[config.mk]
export PLATFORM = sky130hd
export DESIGN_NAME = alu_serial_seq
export DESIGN_NICKNAME = d
export VERILOG_FILES = /design/src/rtl/alu_serial_seq_pkg.sv /design/src/rtl/alu_top.sv /design/src/rtl/alu_serial_seq.sv
export SDC_FILE = /design/constraint.sdc
export NUM_CORES = 1
export LEC_CHECK = 0
export CAP_MARGIN = 20
export CORE_MARGIN = 10
export CORE_UTILIZATION = 55
export CTS_CLUSTER_SIZE = 20
export DETAILED_ROUTE_END_ITERATION = 12
export GPL_ROUTABILITY_DRIVEN = 1
export GPL_TIMING_DRIVEN = 0
export PLACE_DENSITY = 0.84
export SYNTH_ARGS = -nofsm -noshare
export SYNTH_HDL_FRONTEND = slang
export SYNTH_SLANG_ARGS = --single-unit
[constraint.sdc]
create_clock -name clk -period 3.5 [get_ports clk]
set_input_delay 0.875 -clock clk [delete_from_list [all_inputs] [get_ports clk]]
set_output_delay 0.875 -clock clk [all_outputs]
set_load 0.005 [all_outputs]
[src/rtl/alu_serial_seq_pkg.sv]
// rtl/alu_serial_seq_pkg.sv - shared types and codes for the bit-serial ALU sequencer
package alu_serial_seq_pkg;

  typedef enum logic [1:0] {
    ST_IDLE = 2'b00,
    ST_RUN  = 2'b01,
    ST_FIN  = 2'b10
  } state_e;

  localparam logic [3:0] CTL_AND  = 4'b0000;
  localparam logic [3:0] CTL_OR   = 4'b0001;
  localparam logic [3:0] CTL_ADD  = 4'b0010;
  localparam logic [3:0] CTL_SUB  = 4'b0110;
  localparam logic [3:0] CTL_SLT  = 4'b0111;
  localparam logic [3:0] CTL_NOR  = 4'b1100;
  localparam logic [3:0] CTL_NAND = 4'b1101;

  localparam logic [1:0] OP_AND  = 2'b00;
  localparam logic [1:0] OP_OR   = 2'b01;
  localparam logic [1:0] OP_ADD  = 2'b10;
  localparam logic [1:0] OP_LESS = 2'b11;

endpackage

[src/rtl/alu_top.sv]
// rtl/alu_top.sv - 1-bit ALU slice: optional input inversion, AND/OR/full-add/less select
module alu_top
  import alu_serial_seq_pkg::*;
(
  input  logic       src1,
  input  logic       src2,
  input  logic       less,
  input  logic       A_invert,
  input  logic       B_invert,
  input  logic       cin,
  input  logic [1:0] operation,
  output logic       result,
  output logic       cout
);

  logic a;
  logic b;

  always_comb begin
    a    = src1 ^ A_invert;
    b    = src2 ^ B_invert;
    // Carry is produced for every operation so SLT can use the subtract chain.
    cout = (a & b) | (a & cin) | (b & cin);
    case (operation)
      OP_AND:  result = a & b;
      OP_OR:   result = a | b;
      OP_ADD:  result = a ^ b ^ cin;
      OP_LESS: result = less;
      default: result = 1'b0;
    endcase
  end

endmodule

[src/rtl/alu_serial_seq.sv]
// rtl/alu_serial_seq.sv - drives one alu_top slice LSB-first over WIDTH cycles, then registers result and flags
// ALU_SERIAL_SLT_OVF_EN: when defined, the SLT set bit is corrected for signed overflow.
module alu_serial_seq
  import alu_serial_seq_pkg::*;
#(
  parameter int WIDTH = 32
) (
  input  logic             clk,
  input  logic             rst,
  input  logic             start,
  input  logic [WIDTH-1:0] src1,
  input  logic [WIDTH-1:0] src2,
  input  logic [3:0]       ALU_control,
  output logic             busy,
  output logic             done,
  output logic [WIDTH-1:0] result,
  output logic             zero,
  output logic             cout,
  output logic             overflow
);

  localparam int CW = $clog2(WIDTH);
  localparam logic [CW-1:0] LAST_BIT = CW'(WIDTH - 1);

  state_e           state_q,    state_d;
  logic [CW-1:0]    cnt_q,      cnt_d;
  logic             carry_q,    carry_d;
  logic [WIDTH-1:0] a_q,        a_d;
  logic [WIDTH-1:0] b_q,        b_d;
  logic [3:0]       ctl_q,      ctl_d;
  logic [WIDTH-2:0] res_sh_q,   res_sh_d;
  logic [WIDTH-1:0] result_q,   result_d;
  logic             zero_q,     zero_d;
  logic             cout_q,     cout_d;
  logic             overflow_q, overflow_d;

  logic             slice_cin;
  logic             slice_res;
  logic             slice_cout;
  logic             sum_msb;
  logic             ovf_raw;
  logic             set_bit;
  logic [WIDTH-1:0] final_word;

  alu_top u_slice (
    .src1      (a_q[0]),
    .src2      (b_q[0]),
    .less      (1'b0),
    .A_invert  (ctl_q[3]),
    .B_invert  (ctl_q[2]),
    .cin       (slice_cin),
    .operation (ctl_q[1:0]),
    .result    (slice_res),
    .cout      (slice_cout)
  );

  always_comb begin
    // Bit 0 takes B_invert as carry-in so SUB/SLT get the +1 of two's complement.
    slice_cin = (cnt_q == '0) ? ctl_q[2] : carry_q;
    sum_msb   = (a_q[0] ^ ctl_q[3]) ^ (b_q[0] ^ ctl_q[2]) ^ slice_cin;
    ovf_raw   = slice_cin ^ slice_cout;
`ifdef ALU_SERIAL_SLT_OVF_EN
    set_bit   = sum_msb ^ ovf_raw;
`else
    set_bit   = sum_msb;
`endif
    if (ctl_q == CTL_SLT) begin
      final_word = {{(WIDTH-1){1'b0}}, set_bit};
    end else begin
      final_word = {slice_res, res_sh_q};
    end
  end

  always_comb begin
    state_d    = state_q;
    cnt_d      = cnt_q;
    carry_d    = carry_q;
    a_d        = a_q;
    b_d        = b_q;
    ctl_d      = ctl_q;
    res_sh_d   = res_sh_q;
    result_d   = result_q;
    zero_d     = zero_q;
    cout_d     = cout_q;
    overflow_d = overflow_q;

    case (state_q)
      ST_IDLE: begin
        if (start) begin
          a_d     = src1;
          b_d     = src2;
          ctl_d   = ALU_control;
          cnt_d   = '0;
          carry_d = 1'b0;
          state_d = ST_RUN;
        end
      end
      ST_RUN: begin
        a_d      = a_q >> 1;
        b_d      = b_q >> 1;
        res_sh_d = {slice_res, res_sh_q[WIDTH-2:1]};
        carry_d  = slice_cout;
        cnt_d    = cnt_q + 1'b1;
        if (cnt_q == LAST_BIT) begin
          state_d    = ST_FIN;
          result_d   = final_word;
          zero_d     = ~|final_word;
          cout_d     = slice_cout;
          overflow_d = ((ctl_q == CTL_ADD) || (ctl_q == CTL_SUB)) ? ovf_raw : 1'b0;
        end
      end
      ST_FIN: begin
        state_d = ST_IDLE;
      end
      default: begin
        state_d = ST_IDLE;
      end
    endcase
  end

  always_ff @(posedge clk) begin
    if (rst) begin
      state_q    <= ST_IDLE;
      cnt_q      <= '0;
      carry_q    <= 1'b0;
      a_q        <= '0;
      b_q        <= '0;
      ctl_q      <= '0;
      res_sh_q   <= '0;
      result_q   <= '0;
      zero_q     <= 1'b0;
      cout_q     <= 1'b0;
      overflow_q <= 1'b0;
    end else begin
      state_q    <= state_d;
      cnt_q      <= cnt_d;
      carry_q    <= carry_d;
      a_q        <= a_d;
      b_q        <= b_d;
      ctl_q      <= ctl_d;
      res_sh_q   <= res_sh_d;
      result_q   <= result_d;
      zero_q     <= zero_d;
      cout_q     <= cout_d;
      overflow_q <= overflow_d;
    end
  end

  assign busy     = (state_q == ST_RUN);
  assign done     = (state_q == ST_FIN);
  assign result   = result_q;
  assign zero     = zero_q;
  assign cout     = cout_q;
  assign overflow = overflow_q;

endmodule
# Yosys cells after proc, flatten, opt, wreduce, memory -nomap -nowiden

Cells that the tools add are included.

Logic and storage cells: 60
Register bits: 142
Output and inout bits: 37
Input bits: 71

Add/subtract/negate cells: 1
Reduce and logical (&&, ||, !) cells: 11
Multiplexer cells: 15
Eq/ne operators: 11
Bitwise operators: 11

Operator list:

| kind                  | count |
|---|---|
| $pmux W32 S2          | 2 |
| $mux W32              | 3 |
| $reduce_or A32 Y1     | 1 |
| $pmux W5 S2           | 1 |
| $eq A4 B3 Y1 const B  | 2 |
| $reduce_and A2 Y1     | 4 |
| $eq A2 B2 Y1 const B  | 3 |
| $add A5 B1 Y5 const B | 1 |
| $eq A5 B5 Y1 const B  | 1 |
| $logic_not A5 Y1      | 1 |
| $mux W5               | 1 |
| $xor A1 B1 Y1         | 5 |
| $eq A2 B1 Y1 const B  | 2 |
| $eq A4 B2 Y1 const B  | 1 |
| $logic_not A2 Y1      | 2 |
| $mux W2               | 2 |
| $pmux W1 S4           | 1 |
| $pmux W2 S2           | 1 |
| $and A1 B1 Y1         | 3 |
| $mux W1               | 3 |
| $or A1 B1 Y1          | 3 |
| $ne A2 B1 Y1 const B  | 1 |
| $ne A2 B2 Y1 const B  | 1 |
| $pmux W1 S2           | 1 |
| other kinds (3)       | 3 |

# Depth between registers and ports, before layout

Word-level depth: 7
Gate-level depth with buffers: 8
Depth with buffers taken out: 8

# Modules after synthesis

A second synthesis with hierarchy kept.

Cells, all modules: 707
Area, all modules: 5698.0 um^2

By module, submodules not included:

| module         | area each (um^2) | times used | seq. area each (um^2) | cells an instance |
|---|---|---|---|---|
| alu_serial_seq | 5601.6           | 1          | 2842.7                | 698 |
| alu_top        | 96.3             | 1          | 0.0                   | 9 |

# Least setup slack after synthesis

OpenSTA, ideal clock, no wires.

Kind: register -> register
Start point: register cnt_q[0]
End point: register zero_q, in the netlist zero
Data arrival time: 2.031 ns
Buffers on the path: 0
Slack: 1.353 ns
Period minus slack after synthesis: 2.147 ns
Library setup time: 0.116 ns
Data required time: 3.384 ns
Stages on the path, launching flop included: 9
Cells stage by stage: dfxtp_1 inv_1 ha_1 nor4b_1 mux2i_1 fa_1 mux2i_1 o21ai_0 a41o_1

Cells in the longest elaborated chain, start to end: 7
Elaborated cells on any way between the ends: 9
Classes of those cells: 1 x eq/ne; 3 x mux; 1 x bitwise; 4 x reduce/logical

Ends and longest elaborated chain:

| element                  | line                                | RTL |
|---|---|---|
| start: declaration       | alu_serial_seq.sv:26                | `logic [CW-1:0] cnt_q, cnt_d;` |
| start signal: assignment | alu_serial_seq.sv:136               | `cnt_q <= cnt_d;` |
| $logic_not A5 Y1         | alu_serial_seq.sv:59                | `slice_cin = (cnt_q == '0) ? ctl_q[2] : carry_q;` |
| $mux W1                  | alu_serial_seq.sv:59                |  |
| $xor A1 B1 Y1            | alu_top.sv:27, alu_serial_seq.sv:60 |  |
| $pmux W1 S4              | alu_top.sv:24                       | `case (operation)` |
| $mux W32                 | alu_serial_seq.sv:67                | `if (ctl_q == CTL_SLT) begin` |
| $reduce_or A32 Y1        | alu_serial_seq.sv:107               | `zero_d = ~\|final_word;` |
| $logic_not A1 Y1         | alu_serial_seq.sv:107               |  |
| end signal: assignment   | alu_serial_seq.sv:143               | `zero_q <= zero_d;` |
| end: declaration         | alu_serial_seq.sv:33                | `logic zero_q, zero_d;` |

Parallel ways exist; a longest one is shown, timed or not.
A chain may end at the register's enable or synchronous reset.

# Worst setup path after layout

Start point: register state_q[0]
End point: output port busy

Cells in the longest elaborated chain, start to end: 1

Ends and longest elaborated chain:

| element                  | line                  | RTL |
|---|---|---|
| start: declaration       | alu_serial_seq.sv:25  | `state_e state_q, state_d;` |
| start signal: assignment | alu_serial_seq.sv:135 | `state_q <= state_d;` |
| $eq A2 B1 Y1             | alu_serial_seq.sv:149 | `assign busy = (state_q == ST_RUN);` |
| end: declaration         | alu_serial_seq.sv:14  | `output logic busy,` |

No other way between the ends.

==> impl_metrics.py <==
metrics = {
    "outcome": {
        "status": "finished, final reports clean",
    },
    "clock_tree": {
        "clockBufferDepth": 2,
        "cts_max_level": 4,
        "postCtsHoldBufs": 0,
        "clock_latency_ns": 0.53,
        "clockRootBuffer": "clkbuf_8",
        "post_cts_buffers": 0,
        "numCtsBuffers": 17,
        "clkSlewWorstSetupHoldPaths_ns": 0.06,
        "cts.sinks": 142,
        "cts_tree": "yes",
        "cts-resized-gates": 0,
    },
    "timing": {
        "hold_viol_final": 0,
        "worstMarginPinSlew_ns": 0.694,
        "maxSlewViolCount": 0,
        "finalSetupTns_ns": 0,
        "min_period_ns": 3.08,
        "hold_ws_ns": 0.475,
        "setup_viol": 0,
        "relSlewSlack_pct": 53.7,
        "fin_skew_ns": 0.00568,
        "post-route-period-util_pct": 88.0,
        "fmax_ghz": 0.325,
        "rsz0062_at_grt": "false",
    },
    "hold_path": {
        "hold_class": "flip-flop to flip-flop",
        "min_path_cells": 2,
    },
    "synth": {
        "ys_async_sr_fraction_pct": 0,
        "seq_area_frac_synth_pct": 49.6,
        "synth_area_per_cell_um2": 8.17,
        "yosysWarnings": 0,
        "ys_types": 36,
        "syn-num-nets": 779,
        "synth_cells": 702,
        "synth_top_area_cell": "dfxtp_1",
        "synth.area.mux_share_pct": 0.349,
        "synth_xor_area_share_pct": 0.458,
        "netlist_area_um2": 5740,
        "synth_seq_cells": 142,
        "synth-main-ff-cell": "dfxtp_1",
        "synth_edf_count": 0,
        "synthSimpleGateAreaFrac_pct": 23.7,
        "ys_top_cells_by_area": "dfxtp_1, nand2_1, a311oi_1, nor2_1, a22oi_1",
        "yosys.area_share.adder_pct": 1.44,
        "synth_top_family_by_area": "simple AND/OR/NAND/NOR gates",
        "synth_compound_area_share_pct": 18.6,
        "yosysTopAreaCellShare_pct": 49.6,
    },
    "layout": {
        "nets": 904,
        "drive_above_1_share_pct": 8.93,
        "syn_to_final_growth_pct": 32.3,
        "num_antenna_cells": 0,
        "finalNonFillerCells": 976,
    },
    "critical_path": {
        "cp_max_fo": 10,
        "cp-start-kind": "flip-flop",
        "endpoint_kind": "output pin",
        "crit_path_max_incr_delay_ns": 0.54,
        "critPathRequiredTime_ns": 2.62,
        "worst_path_max_delay_cell": "clkdlybuf4s50_1",
        "worstPathArrival_ns": 2.20,
        "reg2reg_setup_slack_ns": 1.07,
        "path_class": "flip-flop to output pin",
        "cp_common_cell": "buf_2",
        "r2r_cells": 8,
        "path_cells": "nand2b_1 -> inv_2 -> buf_2 -> buf_2 -> clkdlybuf4s50_1",
    },
    "die": {
        "row_count": 37,
        "ioPinCount": 108,
        "core_area_um2": 10200,
        "design.die.area_um2": 14900,
        "dieHeight_um": 122,
        "initial_core_util_pct": 56.1,
        "die_w_um": 122,
    },
    "detailed_routing": {
        "drtIter0Drc": 395,
        "route.vias.total": 5491,
        "drt-vias-per-instance": 5.63,
        "post-route-drc-count": 0,
        "first_pass_iters": 5,
        "drt_wl_total_um": 15400,
        "drtAntennaViolNets": 0,
        "avgRoutedWirePerCell_um": 15.8,
    },
    "power_and_ir_drop": {
        "leakage_nw": 2.82,
        "powerDensity_nw_per_um2": 532,
        "p_total_w": 0.00404,
        "vdd_drop_max_mv": 0.303,
    },
    "global_routing": {
        "grt_pass1_wl_um": 25200,
        "grt_overflow": 0,
        "grt_usage_pct": 20.5,
        "antenna_found_initial": 0,
        "grt_pass1_vias": 5367,
        "grt_max_degree": 17,
    },
    "placement": {
        "dp_hpwl_um": 10800,
        "dpl.cell_count": 944,
        "io_buffers": 106,
        "gp_congestion": 0.872,
    },
    "job": {
        "maxCapViolations": 0,
    },
}
==> registers in the layout, summed over array words and instances, names as in the netlist <==
| register | count |
|---|---|
| a_q | 32 |
| b_q | 32 |
| carry_q | 1 |
| cnt_q | 5 |
| cout | 1 |
| ctl_q | 4 |
| overflow | 1 |
| res_sh_q | 31 |
| result | 32 |
| state_q | 2 |
| zero | 1 |
==> critical path: cells and delay by family, from the launching register on <==
family / cells / cell delay, ns
and+or+nand+nor: 1 / 0.13
buffers and inverters: 4 / 1.10
DFF: 1 / 0.44
==> cell families after synthesis <==
| group | after synthesis |
|---|---|
| mux | 2 |
| compound gates | 146 |
| fa+ha+maj | 6 |
| buf+inv | 65 |
| xor+xnor | 3 |
| simple gates | 338 |
| flops | 142 |
==> area by class of cell <==
type	instances	area, um2
plain buffers	59	317
clock buffers	18	428
clock inverters	14	193
fillers	740	2640
inverters	6	22.5
multi-input cells	495	2550
flip-flops and latches	142	2840
well taps	136	170
repair buffers	106	1060
==> synthesized netlist by cell type (2+ instances only) <==
cell type    n
nand2_1    199
dfxtp_1    142
nor2_1     111
a311oi_1    60
a21oi_1     42
a22oi_1     30
buf_2       30
clkbuf_1    19
buf_6        7
nor4_1       7
o21ai_0      6
ha_1         5
inv_1        5
nand3_1      5
a211oi_1     4
nand3b_1     3
a311oi_2     2
and2_1       2
mux2i_1      2
nand4_1      2
nor2b_1      2
nor4b_1      2
xor2_1       2
==> routing by layer <==
layer,vias up,GRT usage (%),share of wire [%]
li1,2664,-,-
met1,2583,24.5,42
met2,205,34.1,49
met3,39,5.64,7.5
met4,0,8.62,2.2
met5,-,0,0
==> cells in the final DEF (no fill, tap or decap), types with 2 or more instances in the layout <==
master	n
nand3_1	5
a311oi_1	60
nor4_1	7
clkdlybuf4s50_1	106
clkbuf_8	2
a211oi_1	4
bufinv_16	4
clkinvlp_4	6
inv_1	5
nand2_1	199
nand3b_1	3
nand4_1	2
clkinv_2	2
buf_2	30
buf_6	7
ha_1	5
nor2b_1	2
and2_1	2
o21ai_0	6
mux2i_1	2
clkbuf_16	16
clkbuf_1	19
nor2_1	111
nor4b_1	2
clkinv_4	2
a311oi_2	2
a22oi_1	30
a21oi_1	42
xor2_1	2
dfxtp_1	142
==> metrics by stage <==
stage | cell area, um2 | setup WS [ns] | utilization, %
after global placement | 6970 | 0.875 | 68.1
after CTS | 7590 | 0.414 | 74.2
final | 7590 | 0.421 | 74.2
after floorplan | 5740 | 1.35 | -
after global routing | 7590 | 0.300 | 74.2
after detailed placement | 6970 | 0.817 | 68.1
==> power by group <==
part	total, W	switching [W]	internal (W)
clock	0.00187	0.000697	0.00117
combinational	0.000421	0.000233	0.000188
sequential	0.00175	0.0000488	0.00170
total	0.00404	0.000979	0.00306
==> worst paths after layout <==
check                                  from     endpoint
worst min register to register  res_sh_q[0]  res_sh_q[0]
worst max register to register     cnt_q[1]   result[31]
worst min-delay path            res_sh_q[0]  res_sh_q[0]
worst max-delay path             state_q[0]         busy
(Power assumes the default switching activity.)
